==> src/rtl/led_pwm_driver.sv <==
// PWM brightness driver for the GPIO LED register; mask/duty are shadowed and swapped only at period boundaries.
// Optional blink gating is compiled in with `define LED_PWM_BLINK_EN.
module led_pwm_driver #(
    parameter int LED_WIDTH     = 8,
    parameter int PWM_BITS      = 8,
    parameter int PRESCALE      = 16,
    parameter int BLINK_PERIODS = 32
) (
    input  logic                 S_AXI_ACLK,
    input  logic                 S_AXI_ARESETN,
    input  logic [LED_WIDTH-1:0] led_in,
    input  logic [PWM_BITS-1:0]  duty_in,
    input  logic                 duty_wr,
`ifdef LED_PWM_BLINK_EN
    input  logic                 blink_en,
`endif
    output logic [LED_WIDTH-1:0] led_out,
    output logic                 period_start
);

    localparam int PS_W = (PRESCALE > 1) ? $clog2(PRESCALE) : 1;
    localparam logic [PS_W-1:0]     PS_LAST  = PS_W'(PRESCALE - 1);
    localparam logic [PWM_BITS-1:0] CNT_LAST = PWM_BITS'((1 << PWM_BITS) - 2);

    if (PRESCALE < 1 || PRESCALE > 65535 || BLINK_PERIODS < 1) begin : g_bad_cfg
        $error("led_pwm_driver: illegal PRESCALE or BLINK_PERIODS");
    end

    logic [PS_W-1:0]      prescaler;
    logic [PWM_BITS-1:0]  pwm_cnt;
    logic [LED_WIDTH-1:0] pend_mask;
    logic [PWM_BITS-1:0]  pend_duty;
    logic [LED_WIDTH-1:0] act_mask;
    logic [PWM_BITS-1:0]  act_duty;
    logic                 tick;
    logic                 boundary;
    logic                 blank;

    // Comparator: a pin is lit for the first 'duty' ticks of the period.
    function automatic logic [LED_WIDTH-1:0] pwm_gate(
        input logic [LED_WIDTH-1:0] mask,
        input logic [PWM_BITS-1:0]  cnt,
        input logic [PWM_BITS-1:0]  duty
    );
        return (cnt < duty) ? mask : '0;
    endfunction

    assign tick     = (prescaler == PS_LAST);
    assign boundary = tick && (pwm_cnt == CNT_LAST);

    always_ff @(posedge S_AXI_ACLK or negedge S_AXI_ARESETN) begin
        if (!S_AXI_ARESETN) begin
            prescaler <= '0;
            pwm_cnt   <= '0;
        end else begin
            if (tick) begin
                prescaler <= '0;
            end else begin
                prescaler <= prescaler + 1'b1;
            end
            if (boundary) begin
                pwm_cnt <= '0;
            end else if (tick) begin
                pwm_cnt <= pwm_cnt + 1'b1;
            end
        end
    end

    // Pending stage: mask follows the register, duty only on a write strobe.
    always_ff @(posedge S_AXI_ACLK or negedge S_AXI_ARESETN) begin
        if (!S_AXI_ARESETN) begin
            pend_mask <= '0;
            pend_duty <= '0;
        end else begin
            pend_mask <= led_in;
            if (duty_wr) begin
                pend_duty <= duty_in;
            end
        end
    end

    // Active stage: a duty write landing in the boundary cycle bypasses the shadow.
    always_ff @(posedge S_AXI_ACLK or negedge S_AXI_ARESETN) begin
        if (!S_AXI_ARESETN) begin
            act_mask     <= '0;
            act_duty     <= '0;
            period_start <= 1'b0;
        end else begin
            period_start <= boundary;
            if (boundary) begin
                act_mask <= pend_mask;
                act_duty <= duty_wr ? duty_in : pend_duty;
            end
        end
    end

`ifdef LED_PWM_BLINK_EN
    localparam int BW = (BLINK_PERIODS > 1) ? $clog2(BLINK_PERIODS) : 1;
    localparam logic [BW-1:0] BLINK_LAST = BW'(BLINK_PERIODS - 1);

    logic [BW-1:0] blink_cnt;
    logic          blink_phase;

    always_ff @(posedge S_AXI_ACLK or negedge S_AXI_ARESETN) begin
        if (!S_AXI_ARESETN) begin
            blink_cnt   <= '0;
            blink_phase <= 1'b0;
        end else if (!blink_en) begin
            blink_cnt   <= '0;
            blink_phase <= 1'b0;
        end else if (boundary) begin
            if (blink_cnt == BLINK_LAST) begin
                blink_cnt   <= '0;
                blink_phase <= ~blink_phase;
            end else begin
                blink_cnt <= blink_cnt + 1'b1;
            end
        end
    end

    assign blank = blink_en & blink_phase;
`else
    assign blank = 1'b0;
`endif

    // Output stage: one register between comparator and pins.
    always_ff @(posedge S_AXI_ACLK or negedge S_AXI_ARESETN) begin
        if (!S_AXI_ARESETN) begin
            led_out <= '0;
        end else begin
            led_out <= blank ? '0 : pwm_gate(act_mask, pwm_cnt, act_duty);
        end
    end

endmodule
==> config.mk <==
export PLATFORM = sky130hd
export DESIGN_NAME = led_pwm_driver
export DESIGN_NICKNAME = d
export VERILOG_FILES = /design/src/rtl/led_pwm_driver.sv
export SDC_FILE = /design/constraint.sdc
export NUM_CORES = 1
export LEC_CHECK = 0
export CAP_MARGIN = 20
export CELL_PAD_IN_SITES_DETAIL_PLACEMENT = 0
export CELL_PAD_IN_SITES_GLOBAL_PLACEMENT = 1
export CORE_MARGIN = 3
export CORE_UTILIZATION = 45
export DETAILED_ROUTE_END_ITERATION = 8
export DONT_BUFFER_PORTS = 1
export GPL_TIMING_DRIVEN = 1
export PLACE_DENSITY = 0.77
export SYNTH_ARGS = -nofsm -noshare
export SYNTH_HDL_FRONTEND = slang
export SYNTH_SLANG_ARGS = --single-unit
export TNS_END_PERCENT = 5
==> constraint.sdc <==
create_clock -name S_AXI_ACLK -period 2.2 [get_ports S_AXI_ACLK]
set_input_delay 0.33 -clock S_AXI_ACLK [delete_from_list [all_inputs] [get_ports S_AXI_ACLK]]
set_output_delay 0.33 -clock S_AXI_ACLK [all_outputs]
set_load 0.01 [all_outputs]
After elaboration in Yosys (flattened, before gate mapping):

Cells that the tools add are included.

* add/sub/neg operators: 2
* order comparisons: 1
* mux-type cells: 5
* reduce and logical (&&, ||, !) cells: 2
* equal/unequal tests: 2

Operators with widths (count)
* two-way mux 8 bit: 4
* adder 8 x 1 -> 8 bit, second input constant: 1
* == test 8 bit, second input constant: 1
* less-than comparator 8 bit: 1
* adder 4 x 1 -> 4 bit, second input constant: 1
* == test 4 bit, second input constant: 1
* two-way mux 4 bit: 1
* nonzero test 2 bit: 1
* logical AND 1 bit: 1

* register bits after elaboration: 53
* word-level logic and storage cells: 20

Longest topological paths before layout:

* depth in word-level cells: 3
* depth in mapped cells: 6
* depth with buffers taken out: 5

Least setup slack after synthesis:

Ideal clock, no wire load.

* path type: register to register
* start point: reg prescaler[0]
* end point: reg act_duty[2]
* arrival: 1.604 ns
* library setup time: 0.125 ns
* cell stages (with the launch flop): 6
* setup slack: 0.471 ns
* cells stage by stage: dfrtp_1 > ha_1 > nand3_4 > nor3_4 > buf_12 > mux2_4

* word-level cells in the longest chain between the ends: 2

Ends and longest elaborated chain
* start, declared: line 29 `logic [PS_W-1:0] prescaler;`
* start signal, assigned: line 59 `prescaler <= prescaler + 1'b1;`
* == test 4 bit: line 48 `assign tick = (prescaler == PS_LAST);`
* logical AND 1 bit: line 49 `assign boundary = tick && (pwm_cnt == CNT_LAST);`
* end signal, assigned: line 92 `act_duty <= duty_wr ? duty_in : pend_duty;`
* end, declared: line 34 `logic [PWM_BITS-1:0] act_duty;`

Every way passes these cells.
A chain may end at the register's enable or synchronous reset.

Worst setup path after layout:

* start point: reg prescaler[0]
* end point: reg act_duty[7]

The elaborated chain is that of the path after synthesis.

==> out/qor.yml <==
critical_path:
  critPathLaunchType: "register"
  path_buf_inv: 1
  critPathMaxFanout: 24
  slowest_stage: "dfrtp_1"
  critPathArrivalTime_ns: 2.00
  path_class: "reg2reg"
  path_cells: "ha_1 > nand3_4 > nor3_4 > buf_12 > mux2_2"
  cpPeakStageDelay_ns: 0.41
  required_ns: 2.38
  crit_family: "flip-flops"
  cp-end-kind: "register"
yosys:
  async_reset_ff_frac: 1.000
  synthCells: 171
  synth.top_cell.area_share: 0.5792
  synth_most_common_cell: "dfrtp_1"
  synth.distinct_cells: 33
  syn-num-nets: 200
  synth_top_area_cell: "dfrtp_1"
  synth_common_cells: "dfrtp_1, a21oi_1, inv_1, mux2_2, mux2_4"
  synth.avg_cell_area_um2: 13.39
  ys_warn_count: 0
  synthTopCellsByArea: "dfrtp_1, mux2_4, mux2_2"
  yosys_most_used_dff: "dfrtp_1"
  synth_edf_count: 0
  yosys_register_bits: 53
  yosysSeqAreaShare: 0.5792
  netlist_area_um2: 2290
global_routing:
  grt_pass1_vias: 1395
  grt_pass1_wl_mm: 6.748
  grt.overflow.total: 0
  grt_max_degree: 54
  track_usage: 0.1416
  antenna_found_initial: 0
clocking:
  cts_buffers: 5
  htree_num_levels: 2
  clockBufferDepth: 2
  clockRootBuffer: "clkbuf_8"
  post-cts-setup-buffers: 0
  cts_tree: "done"
  clk_transition_reported_paths_ns: 0.09
  clock_latency_ns: 0.30
  postCtsHoldBufs: 2
  cts.sink_count: 53
  cts_resized: 0
placement:
  portBuffers: 0
  dp_hpwl_mm: 2.680
  routabilityCongestion: 0.8694
sta:
  clock_skew_ns: 0.01148
  fin_crit_ns: 1.818
  worst_pin_slew_ns: 0.6384
  slew_viol_final: 0
  relSlewSlack: 0.5744
  fin_crit_sh: 0.8266
  hold_viol: 0
  rsz0062_at_grt: "no"
  fin_tns_setup_ns: 0
  max_freq_mhz: 549.9
  finalSetupViolations: 0
floorplanning:
  io_pins: 28
  fp.dieArea_um2: 5980
  fp.dieH_um: 77.33
  initial_core_util: 0.4753
  fp.coreArea_um2: 4817
  fp.dieW_um: 77.33
  std_cell_rows: 25
detailed_routing:
  firstDrtPassIters: 4
  totalWireLength_mm: 3.803
  wire_per_inst_um: 15.46
  drc: 0
  ant_nets: 0
  drtIter0Drc: 76
  vias: 1337
  drt-vias-per-instance: 5.435
power_and_ir_drop:
  p_sw_frac: 0.2043
  p_leak_nw: 1.112
  switchingPower_mw: 0.3176
  p_int_mw: 1.237
  peakVddDrop_uv: 537.5
  seqPwrFrac: 0.643
  combPwrFrac: 0.030
  power_density_nw_per_um2: 626.4
  finalPower_mw: 1.554
  power_frac_clock: 0.326
final_layout:
  n_antenna_cell: 0
  nNetsFinal: 207
  area_growth_pct: 8.361
  drive_gt1_frac: 0.2123
worst_hold_path:
  min_path_type: "in2reg"
run:
  maxCapViolCount: 0
run_status:
  status: "completed"
[through the flow]
| step | cells | hold WS [ns] | area [um^2] | setup slack [ns] | utilization |
|---|---|---|---|---|---|
| floorplan | 171 | 0.03441 | 2290 | 0.4714 | - |
| global placement | 236 | 0.03654 | 2361 | 0.4808 | 0.4901 |
| detailed placement | 236 | 0.03632 | 2361 | 0.3930 | 0.4901 |
| CTS | 246 | 0.04178 | 2481 | 0.3751 | 0.5151 |
| global route | 246 | 0.02870 | 2481 | 0.2671 | 0.5151 |
| finish | 246 | 0.05139 | 2481 | 0.3815 | 0.5151 |
[cells in the final DEF, fill, tap and decap left out, types with 3 or more instances in the layout]
master / netlist / layout
a21oi_1: 14 / 14
clkbuf_8: 0 / 5
dfrtp_1: 53 / 53
ha_1: 10 / 10
inv_1: 12 / 12
mux2_2: 12 / 12
mux2_4: 12 / 12
nand2_1: 6 / 6
nand2b_1: 3 / 3
nand3_1: 5 / 5
o211ai_1: 8 / 8
o21ai_0: 7 / 7
o31ai_1: 3 / 3
[worst reg2reg max path, cell delays in order, from the launching register on]
cell and delay, ns:
dfrtp_1 0.41, ha_1 0.33, nand3_4 0.17, nor3_4 0.23, buf_12 0.22, mux2_2 0.35
[area by class of cell]
type                    count  area (um^2)
clock buffers               6        72.57
clock inverters             2        10.01
fillers                   425         2336
inverters                  12        45.04
multi-input cells         102        878.3
flip-flops and latches     53         1326
well taps                  67        83.83
repair buffers              4        65.06
[sequential cells by signal, indices dropped and copies added, names as in the netlist]
name,cells
act_duty,8
act_mask,8
led_out,8
pend_duty,8
pend_mask,8
period_start,1
prescaler,4
pwm_cnt,8
[worst paths after layout]
path,end,depth (start not counted),slack [ns],startpoint
setup / recovery,act_duty[7]$_DFFE_PN0P_,5,0.38,prescaler[0]$_DFF_PN0_
hold / removal,pend_mask[6]$_DFF_PN0_,0,0.05,led_in[6]
setup reg to reg,act_duty[7]$_DFFE_PN0P_,5,0.38,prescaler[0]$_DFF_PN0_
hold reg to reg,act_mask[5]$_DFFE_PN0P_,1,0.48,pend_mask[5]$_DFF_PN0_
max in group asynchronous,pwm_cnt[5]$_DFFE_PN0P_,2,1.43,S_AXI_ARESETN
min in group asynchronous,pwm_cnt[3]$_DFFE_PN0P_,2,0.54,S_AXI_ARESETN
[power groups by stage]
stage               clock (mW)  sequential, mW  combinational, mW
floorplan                    0            1.02             0.0211
global route             0.569            1.00             0.0536
detailed placement           0            1.02             0.0221
CTS                      0.527            1.00             0.0487
finish                   0.507            1.00             0.0469
global placement             0            1.02             0.0209
[metal layers]
layer,track usage,up-vias,share of wire
met4,0.04093,0,0.0068
li1,-,627,-
met2,0.2254,41,0.49
met5,0,-,0
met3,0.03712,4,0.053
met1,0.1918,665,0.45
[kinds of logic (layout without fill, tap and decap cells)]
logic type,after synthesis,in the layout,share of synthesized area
adders and majority gates,10,10,0.05464
buffers and inverters,16,24,0.03715
muxes,24,24,0.1377
xor gates and xnor gates,2,2,0.007652
DFF,53,53,0.5792
and+or+nand+nor,30,30,0.08634
AOI/OAI and AO/OA,36,36,0.09727
(Power assumes the default switching activity.)
